**config.mk**
```make
export PLATFORM = sky130hd
export DESIGN_NAME = spi_master_ctrl
export DESIGN_NICKNAME = d
export VERILOG_FILES = /design/src/rtl/spi_master_ctrl.sv
export SDC_FILE = /design/constraint.sdc
export NUM_CORES = 1
export LEC_CHECK = 0
export BUFFER_PORTS_ARGS = -buffer_cell sky130_fd_sc_hd__buf_4
export CAP_MARGIN = 20
export CORE_MARGIN = 2
export CORE_UTILIZATION = 25
export DETAILED_ROUTE_END_ITERATION = 10
export HOLD_SLACK_MARGIN = 0.03
export PLACE_DENSITY_LB_ADDON = 0.15
export SLEW_MARGIN = 30
export SYNTH_ARGS = -nofsm -noshare
export SYNTH_HDL_FRONTEND = slang
export SYNTH_SLANG_ARGS = --single-unit
```
**constraint.sdc**
```tcl
create_clock -name clk -period 2.12 [get_ports clk]
set_input_delay 0.318 -clock clk [delete_from_list [all_inputs] [get_ports clk]]
set_output_delay 0.318 -clock clk [all_outputs]
set_load 0.005 [all_outputs]
```
**src/rtl/spi_master_ctrl.sv**
```systemverilog
// ============================================================================
// Module   : spi_master_ctrl
// Purpose  : Byte-lane SPI master (mode 0) with one-byte prefetch and pulsed
//            MISO response stream.
// Revision : 1.0
// ============================================================================
`timescale 1ns/1ps
`default_nettype none

module spi_master_ctrl #(
    parameter int CLK_DIV  = 4,
    parameter int CS_SETUP = 2,
    parameter int CS_HOLD  = 2
) (
    input  logic       clk,
    input  logic       rst,
    input  logic       tx_valid,
    output logic       tx_ready,
    input  logic [7:0] tx_data,
    input  logic       tx_last,
    output logic       rx_valid,
    output logic [7:0] rx_data,
    output logic       rx_last,
    output logic       busy,
    output logic       CS,
    output logic       SCLK,
    output logic [7:0] MOSI,
    input  logic [7:0] MISO
);

    localparam int c_max_a     = (CLK_DIV > CS_SETUP) ? CLK_DIV : CS_SETUP;
    localparam int c_max_phase = (c_max_a > CS_HOLD) ? c_max_a : CS_HOLD;
    localparam int c_cnt_w     = $clog2(c_max_phase + 1);

    localparam logic [c_cnt_w-1:0] c_ld_div   = c_cnt_w'(CLK_DIV - 1);
    localparam logic [c_cnt_w-1:0] c_ld_setup = c_cnt_w'(CS_SETUP - 1);
    localparam logic [c_cnt_w-1:0] c_ld_hold  = c_cnt_w'(CS_HOLD - 1);
    localparam logic [c_cnt_w-1:0] c_one      = c_cnt_w'(1);

    typedef enum logic [2:0] {
        ST_IDLE  = 3'd0,
        ST_SETUP = 3'd1,
        ST_LOW   = 3'd2,
        ST_HIGH  = 3'd3,
        ST_WAIT  = 3'd4,
        ST_HOLD  = 3'd5
    } state_t;

    state_t               r_state;
    logic [c_cnt_w-1:0]   r_cnt;
    logic                 r_cs;
    logic                 r_sclk;
    logic [7:0]           r_mosi;
    logic                 r_tx_ready;
    logic                 r_rx_valid;
    logic [7:0]           r_rx_data;
    logic                 r_rx_last;
    logic                 r_busy;
    logic                 r_cur_last;
    logic [7:0]           r_pf_data;
    logic                 r_pf_last;
    logic                 r_pf_full;
    logic                 r_cap_pend;
    logic [7:0]           r_cap_data;
    logic                 r_cap_last;

    logic w_hs;
    logic w_in_xfer;
    logic w_pf_full_n;
    logic w_cnt_zero;

    assign w_hs        = tx_valid & r_tx_ready;
    assign w_in_xfer   = (r_state == ST_SETUP) || (r_state == ST_LOW) || (r_state == ST_HIGH);
    assign w_pf_full_n = r_pf_full | w_hs;
    assign w_cnt_zero  = (r_cnt == '0);

    always_ff @(posedge clk) begin
        if (rst) begin
            r_state    <= ST_IDLE;
            r_cnt      <= '0;
            r_cs       <= 1'b1;
            r_sclk     <= 1'b0;
            r_mosi     <= 8'h00;
            r_tx_ready <= 1'b0;
            r_rx_valid <= 1'b0;
            r_rx_data  <= 8'h00;
            r_rx_last  <= 1'b0;
            r_busy     <= 1'b0;
            r_cur_last <= 1'b0;
            r_pf_data  <= 8'h00;
            r_pf_last  <= 1'b0;
            r_pf_full  <= 1'b0;
            r_cap_pend <= 1'b0;
            r_cap_data <= 8'h00;
            r_cap_last <= 1'b0;
        end else begin
            // MISO captured on the SCLK rising edge is published one cycle later
            r_cap_pend <= 1'b0;
            r_rx_valid <= r_cap_pend;
            r_rx_last  <= r_cap_pend & r_cap_last;
            if (r_cap_pend) begin
                r_rx_data <= r_cap_data;
            end

            if (!w_cnt_zero) begin
                r_cnt <= r_cnt - c_one;
            end

            if (w_hs && w_in_xfer) begin
                r_pf_data <= tx_data;
                r_pf_last <= tx_last;
                r_pf_full <= 1'b1;
            end

            case (r_state)
                ST_IDLE: begin
                    if (w_hs) begin
                        r_state    <= ST_SETUP;
                        r_cnt      <= c_ld_setup;
                        r_cs       <= 1'b0;
                        r_mosi     <= tx_data;
                        r_cur_last <= tx_last;
                        r_busy     <= 1'b1;
                        r_tx_ready <= ~tx_last;
                    end else begin
                        r_tx_ready <= 1'b1;
                    end
                end
                ST_SETUP: begin
                    r_tx_ready <= ~w_pf_full_n & ~r_cur_last;
                    if (w_cnt_zero) begin
                        r_state <= ST_LOW;
                        r_cnt   <= c_ld_div;
                    end
                end
                ST_LOW: begin
                    r_tx_ready <= ~w_pf_full_n & ~r_cur_last;
                    if (w_cnt_zero) begin
                        r_state    <= ST_HIGH;
                        r_cnt      <= c_ld_div;
                        r_sclk     <= 1'b1;
                        r_cap_pend <= 1'b1;
                        r_cap_data <= MISO;
                        r_cap_last <= r_cur_last;
                    end
                end
                ST_HIGH: begin
                    r_tx_ready <= ~w_pf_full_n & ~r_cur_last;
                    if (w_cnt_zero) begin
                        r_sclk <= 1'b0;
                        if (r_cur_last) begin
                            r_state    <= ST_HOLD;
                            r_cnt      <= c_ld_hold;
                            r_tx_ready <= 1'b0;
                        end else if (r_pf_full) begin
                            r_state    <= ST_LOW;
                            r_cnt      <= c_ld_div;
                            r_mosi     <= r_pf_data;
                            r_cur_last <= r_pf_last;
                            r_pf_full  <= 1'b0;
                            r_tx_ready <= ~r_pf_last;
                        end else if (w_hs) begin
                            // byte arriving in the last HIGH cycle bypasses the prefetch slot
                            r_state    <= ST_LOW;
                            r_cnt      <= c_ld_div;
                            r_mosi     <= tx_data;
                            r_cur_last <= tx_last;
                            r_pf_full  <= 1'b0;
                            r_tx_ready <= ~tx_last;
                        end else begin
                            r_state    <= ST_WAIT;
                            r_cnt      <= '0;
                            r_tx_ready <= 1'b1;
                        end
                    end
                end
                ST_WAIT: begin
                    if (w_hs) begin
                        r_state    <= ST_LOW;
                        r_cnt      <= c_ld_div;
                        r_mosi     <= tx_data;
                        r_cur_last <= tx_last;
                        r_tx_ready <= ~tx_last;
                    end else begin
                        r_tx_ready <= 1'b1;
                    end
                end
                ST_HOLD: begin
                    r_tx_ready <= 1'b0;
                    if (w_cnt_zero) begin
                        r_state    <= ST_IDLE;
                        r_cnt      <= '0;
                        r_cs       <= 1'b1;
                        r_mosi     <= 8'h00;
                        r_busy     <= 1'b0;
                        r_tx_ready <= 1'b1;
                    end
                end
                default: begin
                    r_state <= ST_IDLE;
                end
            endcase
        end
    end

    assign tx_ready = r_tx_ready;
    assign rx_valid = r_rx_valid;
    assign rx_data  = r_rx_data;
    assign rx_last  = r_rx_last;
    assign busy     = r_busy;
    assign CS       = r_cs;
    assign SCLK     = r_sclk;
    assign MOSI     = r_mosi;

endmodule

`default_nettype wire

```
==> parameters.txt <==
Parameter                              Value

Outcome
  Run status    completed

CTS
  Count of clock tree sinks    49
  Buffer type at the clock tree root    clkbuf_8
  Hold bufs inserted after CTS    0
  TritonCTS Buffers    5
  Count of instances resized after the clock tree is built    0
  Longest Clk Path Bufs    2
  Clock-pin transition on the worst setup and hold timing paths    0.09 ns
  Clock tree from TritonCTS    yes
  Post-CTS Setup Inserts    0
  Clock insertion delay at the later pin of the skew report    0.30 ns
  H-tree levels    2

Final layout
  Number of nets in the final layout    304
  Number of antenna repair diodes    0
  Area growth syn-to-layout    22.1%
  Fraction of final layout cells with drive strength greater than 1    25.5%

STA
  Minimum period implied by the final worst setup slack    1.79 ns
  Max Transition Viols Final    0
  F_max    approximately 0.56 GHz
  Share of the clock period used by the worst path after layout    between 80 and 90%
  Number of failing setup endpoints in the final timing report    0
  Worst slew slack as a fraction of its limit    63.3%
  Setup clock skew after layout    0.00744 ns
  RSZ-0062 raised after global routing    no
  Smallest setup slack after layout    around 0.33 ns
  Final total negative setup slack    0 ns
  Actual transition at the worst max-transition pin    0.550 ns
  Number of endpoints with negative hold slack in the final report    0

Global routing
  Overall overflow remaining after global route    0
  GRT Util Overall    11.5%
  Maximum number of pins on one net before global-route repair    34
  Antenna violations before repair    0
  Number of global-route vias before repair    1803
  Wire length of the first global-routing pass    9200 um

Place
  Worst slack at placement    ~0.34 ns
  IO buf count    41
  Half-perimeter wire length of the detailed placement result    about 3700 um
  Routability-driven placement congestion ratio    0.808

Logic synthesis
  Post-Synthesis Net Count    263
  Fraction of the yosys area taken by sequential cells    43.3%
  Synthesized area    approximately 2300 sq um
  Async SR Flop Fraction    0%
  Per-instance average area after synthesis    around 9.4 sq um
  Count of synthesis-stage warnings from yosys    0
  Number of distinct library cells after synthesis    44
  Gate Count Post-Synth    241
  Dominant register cell in the synthesized netlist    dfxtp_1
  Number of enable flip-flop cells after synthesis    0
  Total of flip-flops plus latches after synthesis    49

Setup path
  Data required time of the worst path    2.30 ns
  CP endpoint kind    flip-flop
  Kind of start point of the critical path    flip-flop
  Biggest cell delay along the critical path    about 0.45 ns
  CP max-delay cell    nor4_4
  Worst path arrival time    1.96 ns
  Class of the most critical setup path    reg2reg
  Max FO, Critical Path    10
  CP Cell Sequence    inv_1, ha_1, nand2b_4, nor4_4, a2bb2oi_4, o32ai_1

Floorplanning
  Initial core utilization    25.9%
  Num ports    42
  Core Box Area    8760 sq um
  Height of the die    a little under 100 um
  Horizontal extent of the die    99.2 um
  Area of the die    between 9000 and 10000 sq um
  Standard-cell rows    34

Pwr
  Pwr per Cell Area    1120 nW/um^2
  Worst IR Drop VDD    0.000340 V
  Leakage power    1.02 nW

Drt
  Routed vias    1858
  Number of DRC violations after detailed routing    0
  Drt via density    4.76
  Total wire length    roughly 5500 um
  Average wire length per cell after detail routing    ~14 um
  Length of the first detailed-routing pass in iterations    4
  Antenna violation net count after detailed routing    0
  DRC marker count from the first detailed-route iteration    97

Min path
  Hold crit path type    in2reg

Flow run
  Maximum Capacitance Violations    0
==> through the flow <==
step	hold slack [ns]	std cells	util, %	instance area [sq um]	total power [mW]
final	0.253	390	31.6	2770	3.09
after floorplan	0.397	241	-	2270	2.20
after global routing	0.248	390	31.6	2770	3.33
after global placement	0.469	383	30.6	2680	2.56
after detailed placement	0.457	383	30.6	2680	2.53
after CTS	0.245	390	31.6	2770	3.12
==> cells by family after synthesis <==
logic type,synth area share (%)
multiplexers,12.9
AND/OR/NAND/NOR,16.7
adder cells (fa/ha/maj),1.10
buffers and inverters,6.57
flip-flops,43.3
AO/OA/AOI/OAI,19.4
==> sequential cells by signal, summed over array words and instances (netlist names), 3 cells and up <==
name and count:
MOSI 8, r_cap_data 8, r_cnt 3, r_pf_data 8, r_state 3, rx_data 8
==> area by class of cell <==
cell class / count / area, sq um
clock buffers: 6 / 82.6
flip-flops and latches: 49 / 981
inverters: 10 / 37.5
clock inverters: 1 / 7.51
well taps: 108 / 135
multi-input cells: 165 / 1140
repair buffers: 51 / 383
fillers: 924 / 6000
==> worst max-delay path, delay by kind of cell (launching register included) <==
family	cells	cell delay, ns
and+or+nand+nor	2	0.58
AOI/OAI and AO/OA	2	0.40
DFF	1	0.34
adders and majority gates	1	0.25
buffers and inverters	1	0.10
==> final timing paths <==
| check | startpoint | end | slack, ns | cells past startpoint |
|---|---|---|---|---|
| worst max-delay path | r_cnt[0]$_SDFF_PP0_ | MOSI[1]$_SDFFE_PP0P_ | 0.33 | 6 |
| worst min-delay path | MISO[5] | r_cap_data[5]$_SDFFE_PP0P_ | 0.25 | 3 |
| worst max register to register | r_cnt[0]$_SDFF_PP0_ | MOSI[1]$_SDFFE_PP0P_ | 0.33 | 6 |
| worst min register to register | MOSI[7]$_SDFFE_PP0P_ | MOSI[7]$_SDFFE_PP0P_ | 0.49 | 2 |
==> routing by layer <==
layer	up-vias	GRT usage (%)	wire (um)
met2	46	18.5	2500
li1	938	-	-
met1	866	15.7	2660
met4	0	3.27	73
met3	8	2.60	255
met5	-	0	0
==> cell usage after synthesis, types with 4 or more instances <==
cell type	number	share of area, %
dfxtp_1	49	43
o32ai_1	8	3.1
mux2i_1	28	12
a32oi_1	7	2.7
nand2_1	13	2.2
o21ai_0	7	1.5
clkbuf_1	5	0.83
nand3_1	5	1.1
a21oi_1	14	3.1
nor3_1	6	1.3
nor2_1	35	5.8
buf_6	4	2.0
nor2b_1	5	1.4
buf_2	5	1.1
inv_1	10	1.7
==> where the power goes <==
part	internal (mW)	switching [mW]	total, mW
Combinational	0.587	0.691	1.28
Clock	0.259	0.311	0.570
Sequential	1.07	0.170	1.24
==> layout by cell type (no fill, tap or decap), drive strengths merged, types with 4 or more instances in the layout <==
master  synthesis  final
buf            12     51
dfxtp          49     49
nor2           35     35
mux2i          28     28
a21oi          14     14
nand2          13     13
inv            10     10
o32ai           8      8
o21ai           8      8
a32oi           7      7
clkbuf          5      6
nor3            6      6
nor2b           5      5
nand3           5      5
nand2b          4      4
No activity file was read; power rests on OpenSTA's default activity.
